--- config.mk ---
export PLATFORM = sky130hd
export DESIGN_NAME = reg_writeback
export DESIGN_NICKNAME = d
export VERILOG_FILES = /design/src/rtl/reg_writeback.sv
export SDC_FILE = /design/constraint.sdc
export NUM_CORES = 1
export LEC_CHECK = 0
export ABC_AREA = 1
export CAP_MARGIN = 20
export CORE_MARGIN = 8
export CORE_UTILIZATION = 40
export CTS_CLUSTER_SIZE = 16
export DETAILED_ROUTE_END_ITERATION = 8
export GPL_ROUTABILITY_DRIVEN = 0
export PLACE_DENSITY = 0.67
export SLEW_MARGIN = 40
export SYNTH_ARGS = -nofsm -noshare
export SYNTH_HDL_FRONTEND = slang
export SYNTH_SLANG_ARGS = --single-unit
--- constraint.sdc ---
create_clock -name clk -period 4.5 [get_ports clk]
set_input_delay 0.675 -clock clk [delete_from_list [all_inputs] [get_ports clk]]
set_output_delay 0.675 -clock clk [all_outputs]
set_load 0.02 [all_outputs]
--- src/rtl/reg_writeback.sv ---
// Writeback queue: merges load and ALU results in program order into the single
// register-file write port. Optional operand forwarding is built when WB_FORWARD_EN is defined.
module reg_writeback #(
    parameter int DEPTH  = 4,
    parameter int DATA_W = 64
) (
    input  logic                       clk,
    input  logic                       rst,
    input  logic                       alu_valid,
    input  logic [4:0]                 alu_rd,
    input  logic [DATA_W-1:0]          alu_data,
    input  logic                       mem_valid,
    input  logic [4:0]                 mem_rd,
    input  logic [DATA_W-1:0]          mem_data,
    output logic                       in_ready,
    output logic                       REG_WRITE,
    output logic [4:0]                 write_reg,
    output logic [DATA_W-1:0]          writeData,
    output logic [$clog2(DEPTH+1)-1:0] pending,
    output logic                       overflow,
    input  logic [4:0]                 fwd_reg1,
    input  logic [4:0]                 fwd_reg2,
    output logic                       fwd_hit1,
    output logic                       fwd_hit2,
    output logic [DATA_W-1:0]          fwd_data1,
    output logic [DATA_W-1:0]          fwd_data2
);
    localparam int PW = $clog2(DEPTH);
    localparam int CW = $clog2(DEPTH+1);

    logic [4:0]        r_q_rd   [DEPTH];
    logic [DATA_W-1:0] r_q_data [DEPTH];
    logic [PW-1:0]     r_head, r_tail;
    logic [CW-1:0]     r_count;
    logic              r_ovf;

    logic [CW-1:0] w_free, w_npush;
    logic          w_mem_offer, w_alu_offer, w_mem_push, w_alu_push, w_drop, w_pop;
    logic [PW-1:0] w_alu_slot;

    // Capacity uses the pre-pop count, so a same-edge dequeue never frees a slot early.
    assign w_free      = CW'(DEPTH) - r_count;
    assign w_mem_offer = mem_valid && (mem_rd != 5'd31);
    assign w_alu_offer = alu_valid && (alu_rd != 5'd31);
    assign w_mem_push  = w_mem_offer && (w_free >= CW'(1));
    assign w_alu_push  = w_alu_offer && (w_free >= (w_mem_push ? CW'(2) : CW'(1)));
    assign w_drop      = (w_mem_offer && !w_mem_push) || (w_alu_offer && !w_alu_push);
    assign w_pop       = (r_count != '0);
    assign w_npush     = CW'(w_mem_push) + CW'(w_alu_push);
    assign w_alu_slot  = w_mem_push ? r_tail + PW'(1) : r_tail;

    always_ff @(posedge clk) begin
        if (rst) begin
            for (int i = 0; i < DEPTH; i++) begin
                r_q_rd[i]   <= '0;
                r_q_data[i] <= '0;
            end
            r_head    <= '0;
            r_tail    <= '0;
            r_count   <= '0;
            r_ovf     <= 1'b0;
            REG_WRITE <= 1'b0;
            write_reg <= '0;
            writeData <= '0;
        end else begin
            if (w_mem_push) begin
                r_q_rd[r_tail]   <= mem_rd;
                r_q_data[r_tail] <= mem_data;
            end
            if (w_alu_push) begin
                r_q_rd[w_alu_slot]   <= alu_rd;
                r_q_data[w_alu_slot] <= alu_data;
            end
            r_tail  <= r_tail + PW'(w_npush);
            r_count <= r_count + w_npush - CW'(w_pop);
            if (w_drop)
                r_ovf <= 1'b1;
            REG_WRITE <= w_pop;
            if (w_pop) begin
                write_reg <= r_q_rd[r_head];
                writeData <= r_q_data[r_head];
                r_head    <= r_head + PW'(1);
            end
        end
    end

    assign in_ready = (w_free >= CW'(2));
    assign pending  = r_count;
    assign overflow = r_ovf;

    logic [1:0]             w_hit;
    logic [1:0][DATA_W-1:0] w_fdata;

`ifdef WB_FORWARD_EN
    logic [1:0][4:0] w_freg;
    logic [PW-1:0]   w_idx;
    assign w_freg = {fwd_reg2, fwd_reg1};

    // Scan oldest to youngest (output register, then head..tail) so the last match wins.
    always_comb begin
        w_hit   = '0;
        w_fdata = '0;
        w_idx   = '0;
        for (int p = 0; p < 2; p++) begin
            if (w_freg[p] != 5'd31) begin
                if (REG_WRITE && (write_reg == w_freg[p])) begin
                    w_hit[p]   = 1'b1;
                    w_fdata[p] = writeData;
                end
                for (int i = 0; i < DEPTH; i++) begin
                    w_idx = r_head + PW'(i);
                    if ((CW'(i) < r_count) && (r_q_rd[w_idx] == w_freg[p])) begin
                        w_hit[p]   = 1'b1;
                        w_fdata[p] = r_q_data[w_idx];
                    end
                end
            end
        end
    end
`else
    logic w_unused_fwd;
    assign w_unused_fwd = ^{fwd_reg1, fwd_reg2};
    assign w_hit        = '0;
    assign w_fdata      = '0;
`endif

    assign fwd_hit1  = w_hit[0];
    assign fwd_hit2  = w_hit[1];
    assign fwd_data1 = w_fdata[0];
    assign fwd_data2 = w_fdata[1];
endmodule

# Yosys cells after proc, flatten, opt, wreduce, memory -nomap -nowiden
# Memories as Yosys holds them, arrays and structs flattened. A register that Yosys moved wholly into a read port is not among the register bits.
# Index checks and enable logic that the tools add are counted.
word_totals:
  ff_bits: 9
  latch_bits: 0
  ram_bits: 276
  romBits: 0
  input_bits: 152
  out_inout_bits: 205
  wordCells: 55
  mem_count: 2
memory_table:
  columns: ["memory", "depth", "word_bits", "rd", "rd_clocked_by_memory_dff", "write_ports", "line_no", "text"]
  rows:
  - ["r_q_data", 4, 64, 1, 1, 4, "32", "logic [DATA_W-1:0] r_q_data [DEPTH];"]
  - ["r_q_rd", 4, 5, 1, 1, 4, "31", "logic [4:0] r_q_rd [DEPTH];"]
classes:
  addsub: 7
  n_mul: 0
  div: 0
  magnitude_cmp: 3
  eq_ne: 2
  shift: 0
  n_mux: 22
  n_bitwise: 0
  n_reduce_logical: 14
op_table:
  columns: ["operator", "count"]
  rows:
  - ["64-bit two-way mux", 2]
  - ["64-bit OR reduction", 2]
  - ["1-bit two-way mux", 12]
  - ["2-bit two-way mux", 6]
  - ["5-bit two-way mux", 2]
  - ["5-bit != test (second input constant)", 2]
  - ["5-bit OR reduction", 2]
  - ["1-bit logical AND", 6]
  - ["2-bit by 1-bit adder with 2-bit output (second input constant)", 2]
  - ["3-bit by 2-bit adder with 3-bit output", 1]
  - ["3-bit by 1-bit greater-or-equal comparator with 1-bit output (second input constant)", 1]
  - ["3-bit by 2-bit greater-or-equal comparator with 1-bit output", 1]
  - ["3-bit by 2-bit greater-or-equal comparator with 1-bit output (second input constant)", 1]
  - ["3-bit nonzero test", 1]
  - ["3-bit by 1-bit subtractor with 3-bit output", 1]
  - ["3-bit subtractor (first input constant)", 1]
  - ["1-bit by 1-bit adder with 2-bit output", 1]
  - ["2-bit adder", 1]
  - ["1-bit zero test", 2]
  - ["1-bit logical OR", 1]

# Depth between registers and ports, before layout
depth:
  ltp_word: 11
  depth_mapped: 24
  mapped_depth_nobuf: 24

# Worst setup path after synthesis
# OpenSTA, ideal clock, no wires.
synth_path:
  path_kind: "flip-flop to flip-flop"
  startpoint: "register r_count[0], in the netlist pending[0]"
  endpoint: "memory r_q_data[3][0] (enable)"
  setup_time_ps: 897
  arrival_time_ps: 3999
  required_time_ps: 3603
  path_slack_ps: -396
  stages_incl_launch_ff: 18
  n_path_buf: 1
  synth_period_minus_slack_ps: 4896
  path_cell_list: "dfxtp_1 inv_1 ha_1 ha_1 inv_1 nor2_1 nand2_1 nand3_4 ha_1 inv_1 nand2_1 nand2_1 nand2_1 nand3_1 nor2_4 nand4_2 buf_2 nand3_1"
synth_rtl:
  columns: ["element", "line_no", "text"]
  rows:
  - ["start, declared", "34", "logic [CW-1:0] r_count;"]
  - ["start signal, assigned", "75", "r_count <= r_count + w_npush - CW'(w_pop);"]
  - ["end, declared", "32", null]

# Worst setup path in the final report
layout_path:
  startpoint: "register r_count[0], in the netlist pending[0]"
  endpoint: "register r_count[2], in the netlist pending[2]"
layout_between:
  elab_chain_cells: 9
  word_cells_on_any_way: 10
  cone_classes: "4 x add/sub; 2 x order compare; 1 x mux; 3 x reduce/logical"
layout_rtl:
  columns: ["element", "line_no", "text"]
  rows:
  - ["3-bit subtractor", "42", "assign w_free = CW'(DEPTH) - r_count;"]
  - ["3-bit by 1-bit greater-or-equal comparator with 1-bit output", "45", "assign w_mem_push = w_mem_offer && (w_free >= CW'(1));"]
  - ["1-bit logical AND", "45", null]
  - ["2-bit two-way mux", "46", "assign w_alu_push = w_alu_offer && (w_free >= (w_mem_push ? CW'(2) : CW'(1)));"]
  - ["3-bit by 2-bit greater-or-equal comparator with 1-bit output", "46", null]
  - ["1-bit logical AND", "46", null]
  - ["1-bit by 1-bit adder with 2-bit output", "49", "assign w_npush = CW'(w_mem_push) + CW'(w_alu_push);"]
  - ["3-bit by 2-bit adder with 3-bit output", "75", null]
  - ["3-bit by 1-bit subtractor with 3-bit output *", "75", null]
# Every way passes the cells marked *; elsewhere a longest branch is shown, timed or not.
# A chain may end at the register's enable or synchronous reset.

==> impl_metrics.csv <==
group,metric,value,unit
detailed_routing,drt_iter0_drc,1764,
floorplan,die_y,235.6,um
run,max_cap_viol_count,0,
cts,cts_tree,"yes",
floorplan,initial_core_util,40.50,%
timing,setup_violations,0,
global_routing,grt_pass1_vias,16540,
worst_setup_path,worstPathCellList,"inv_1 > ha_1 > ha_4 > inv_1 > nor2_1 > nand2_1 > nand3_4 > ha_1 > inv_1 > nand2_1 > nand2_1 > nand2_1 > nand3_1 > inv_1 > ha_1 > inv_1 > ha_1 > inv_1 > ha_1 > inv_1 > fa_1 > xor2_1 > or2_2 > a21oi_1",
timing,fin_crit_sh,92.05,%
synth,avgSynthCellArea,8.441,um^2
min_path,hold_class,"flip-flop to flip-flop",
timing,rsz0062_at_grt,"no",
timing,finalSetupTns,0,ns
worst_setup_path,worstSetupPathType,"flip-flop to flip-flop",
cts,htreeDepth,2,
global_routing,grt-ovfl-total,0,
floorplan,dieArea,55530,um^2
worst_setup_path,max_stage_delay,0.42,ns
final_layout,final_cell_mix,"nand2_1 (503), nor2_1 (291), edfxtp_1 (276)",
detailed_routing,drc_errors,0,
cts,cts_resized,0,
synth,yosys_warnings,0,
detailed_routing,drt-total-wl,63.21,mm
worst_setup_path,crit_path_end_kind,"flip-flop",
final_layout,seqCellArea,9857,um^2
worst_setup_path,critPathLaunchType,"flip-flop",
final_layout,reg_top3,"r_q_data x256, writeData x64, r_q_rd x20",
cts,cts.sinks,354,
cts,cts_buffers,40,
synth,synth-main-ff-cell,"edfxtp_1",
final_layout,largest_reg_flops,256,
synth,ys_types,28,
cts,cts_hold_buf,0,
worst_setup_path,crit_path_frequent_cell,"inv_1",
cts,clk_pin_slew,0.06,ns
detailed_routing,wire_per_inst,20.75,um
final_layout,layout_commonest_cell,"nand2_1",
timing,finClkSkew,0.01383,ns
synth,synth_area,19300,um^2
power_and_ir_drop,powerDensity,642.3,nW/um^2
timing,post-route-min-period,4.142,ns
synth,synth_edf_count,276,
worst_setup_path,crit_fanout,6,
floorplan,core.rowCount,80,
power_and_ir_drop,p_leak,0.01023,uW
timing,holdWs,0.4943,ns
timing,slew_violations,0,
timing,fmax,241.4,MHz
floorplan,die_w,235.6,um
synth,async_reset_ff_share,0,%
detailed_routing,ant_nets,0,
final_layout,fin_util,47.67,%
floorplan,fp.coreArea,47650,um^2
synth,ys_seq_area_share,51.04,%
run_status,outcome,"finished, final reports clean",
final_layout,fill_cells,4481,
cts,clkLatencyLatePin,0.56,ns
cts,cts.path.max_buffers,3,
synth,ys_seq_elements,354,
final_layout,multi_input_area,7649,um^2
worst_setup_path,critPathSlowestCell,"dfxtp_1",
final_layout,fin_nets,2565,
final_layout,regMostFlops,"r_q_data",
timing,worstMarginPinSlew,0.8598,ns
final_layout,drive_gt1_share,4.979,%
detailed_routing,vias,16710,
placement,place_hpwl,35.44,mm
final_layout,area_delta_synth_final,17.71,%
worst_setup_path,worstPathRequired,4.97,ns
global_routing,grt_usage,21.58,%
floorplan,ios,357,
timing,slew-limit-headroom,42.68,%
detailed_routing,via_per_inst,5.484,
placement,numPortBuffers,216,
global_routing,antenna_found_initial,3,
synth,synthCells,2286,
power_and_ir_drop,ir_worst_vdd,683.8,uV
global_routing,grt_first_pass_wirelength,95.63,mm
cts,post_cts_buffers,0,
global_routing,grt_max_degree,139,
worst_setup_path,crit_arrival,4.61,ns
detailed_routing,drt-pass1-iter-count,6,
cts,root_buffer,"clkbuf_16",
timing,finalHoldViolations,0,
==> final cells by class <==
type,count,share of cell area (%)
multi-input cells,1590,33.67
clock inverters,19,0.5398
diodes,2,0.02203
well taps,615,3.388
flip-flops and latches,354,43.40
clock buffers,52,4.875
repair buffers,253,11.41
inverters,162,2.699
==> cell usage after synthesis, types with 58 or more instances <==
library cell	n	area [um^2]
o21ai_0	83	415.4
inv_1	155	581.8
buf_4	138	1036
nand3_1	211	1056
clkbuf_1	81	304.0
buf_2	61	305.3
o21ai_1	58	290.3
mux2i_1	69	690.7
nand2_1	506	1899
o22ai_1	70	437.9
nand4_1	140	875.8
dfxtp_1	78	1562
nor2_1	292	1096
edfxtp_1	276	8288
==> worst paths after layout <==
path,start,endpoint,slack [ns],cells after the start
worst min register to register,overflow,overflow,0.49,2
worst max-delay path,pending[0],pending[2],0.36,24
worst max register to register,pending[0],pending[2],0.36,24
worst min-delay path,overflow,overflow,0.49,2
==> power breakdown <==
part	internal (uW)	leakage, uW	switching [uW]	total [uW]
combinational	1850	0.00611	4590	6450
clock	1790	0.000591	1340	3130
sequential	4670	0.00353	349	5010
==> kinds of logic (layout without fill, tap and decap cells) <==
logic type                 Yosys count  after routing  synth area share (%)
AOI/OAI and AO/OA                  215            215                 6.030
xor gates and xnor gates             2              2               0.09079
adders and majority gates           12             12                0.8170
buffers and inverters              471            486                 12.24
DFF                                354            354                 51.04
muxes                               69             69                 3.579
other                                1            132               0.01943
and+or+nand+nor                   1162           1162                 26.18
==> per-layer routing <==
layer | GRT usage [%] | routed length, um | part of all wire [%] | up-vias
met3 | 4.963 | 5995 | 9.5 | 163
met2 | 35.57 | 29960 | 47 | 964
met4 | 8.930 | 2083 | 3.3 | 4
met1 | 27.04 | 25150 | 40 | 7881
met5 | 0 | 27 | 0.043 | -
li1 | - | - | - | 7698
==> worst max-delay path: cells and delay by family, from the launching register on <==
| kind | cells | cell delay, ns |
|---|---|---|
| adder cells (fa/ha/maj) | 7 | 1.87 |
| XOR/XNOR | 1 | 0.16 |
| AND/OR/NAND/NOR | 8 | 1.05 |
| AO/OA/AOI/OAI | 1 | 0.12 |
| flip-flops | 1 | 0.42 |
| buffers and inverters | 7 | 0.43 |
==> through the flow <==
step                      std cells  setup WS, ns  instance area, um^2  total power, uW
final                          3047        0.3577                22710            14590
after global routing           3046       0.03925                22710            15380
after CTS                      3045        0.3573                22710            14600
after detailed placement       2974        0.1529                21480            11460
after global placement         2972        0.1550                21400            11270
after floorplan                2415      0.004388                19790             9154
Power figures use the tool's default switching activity.
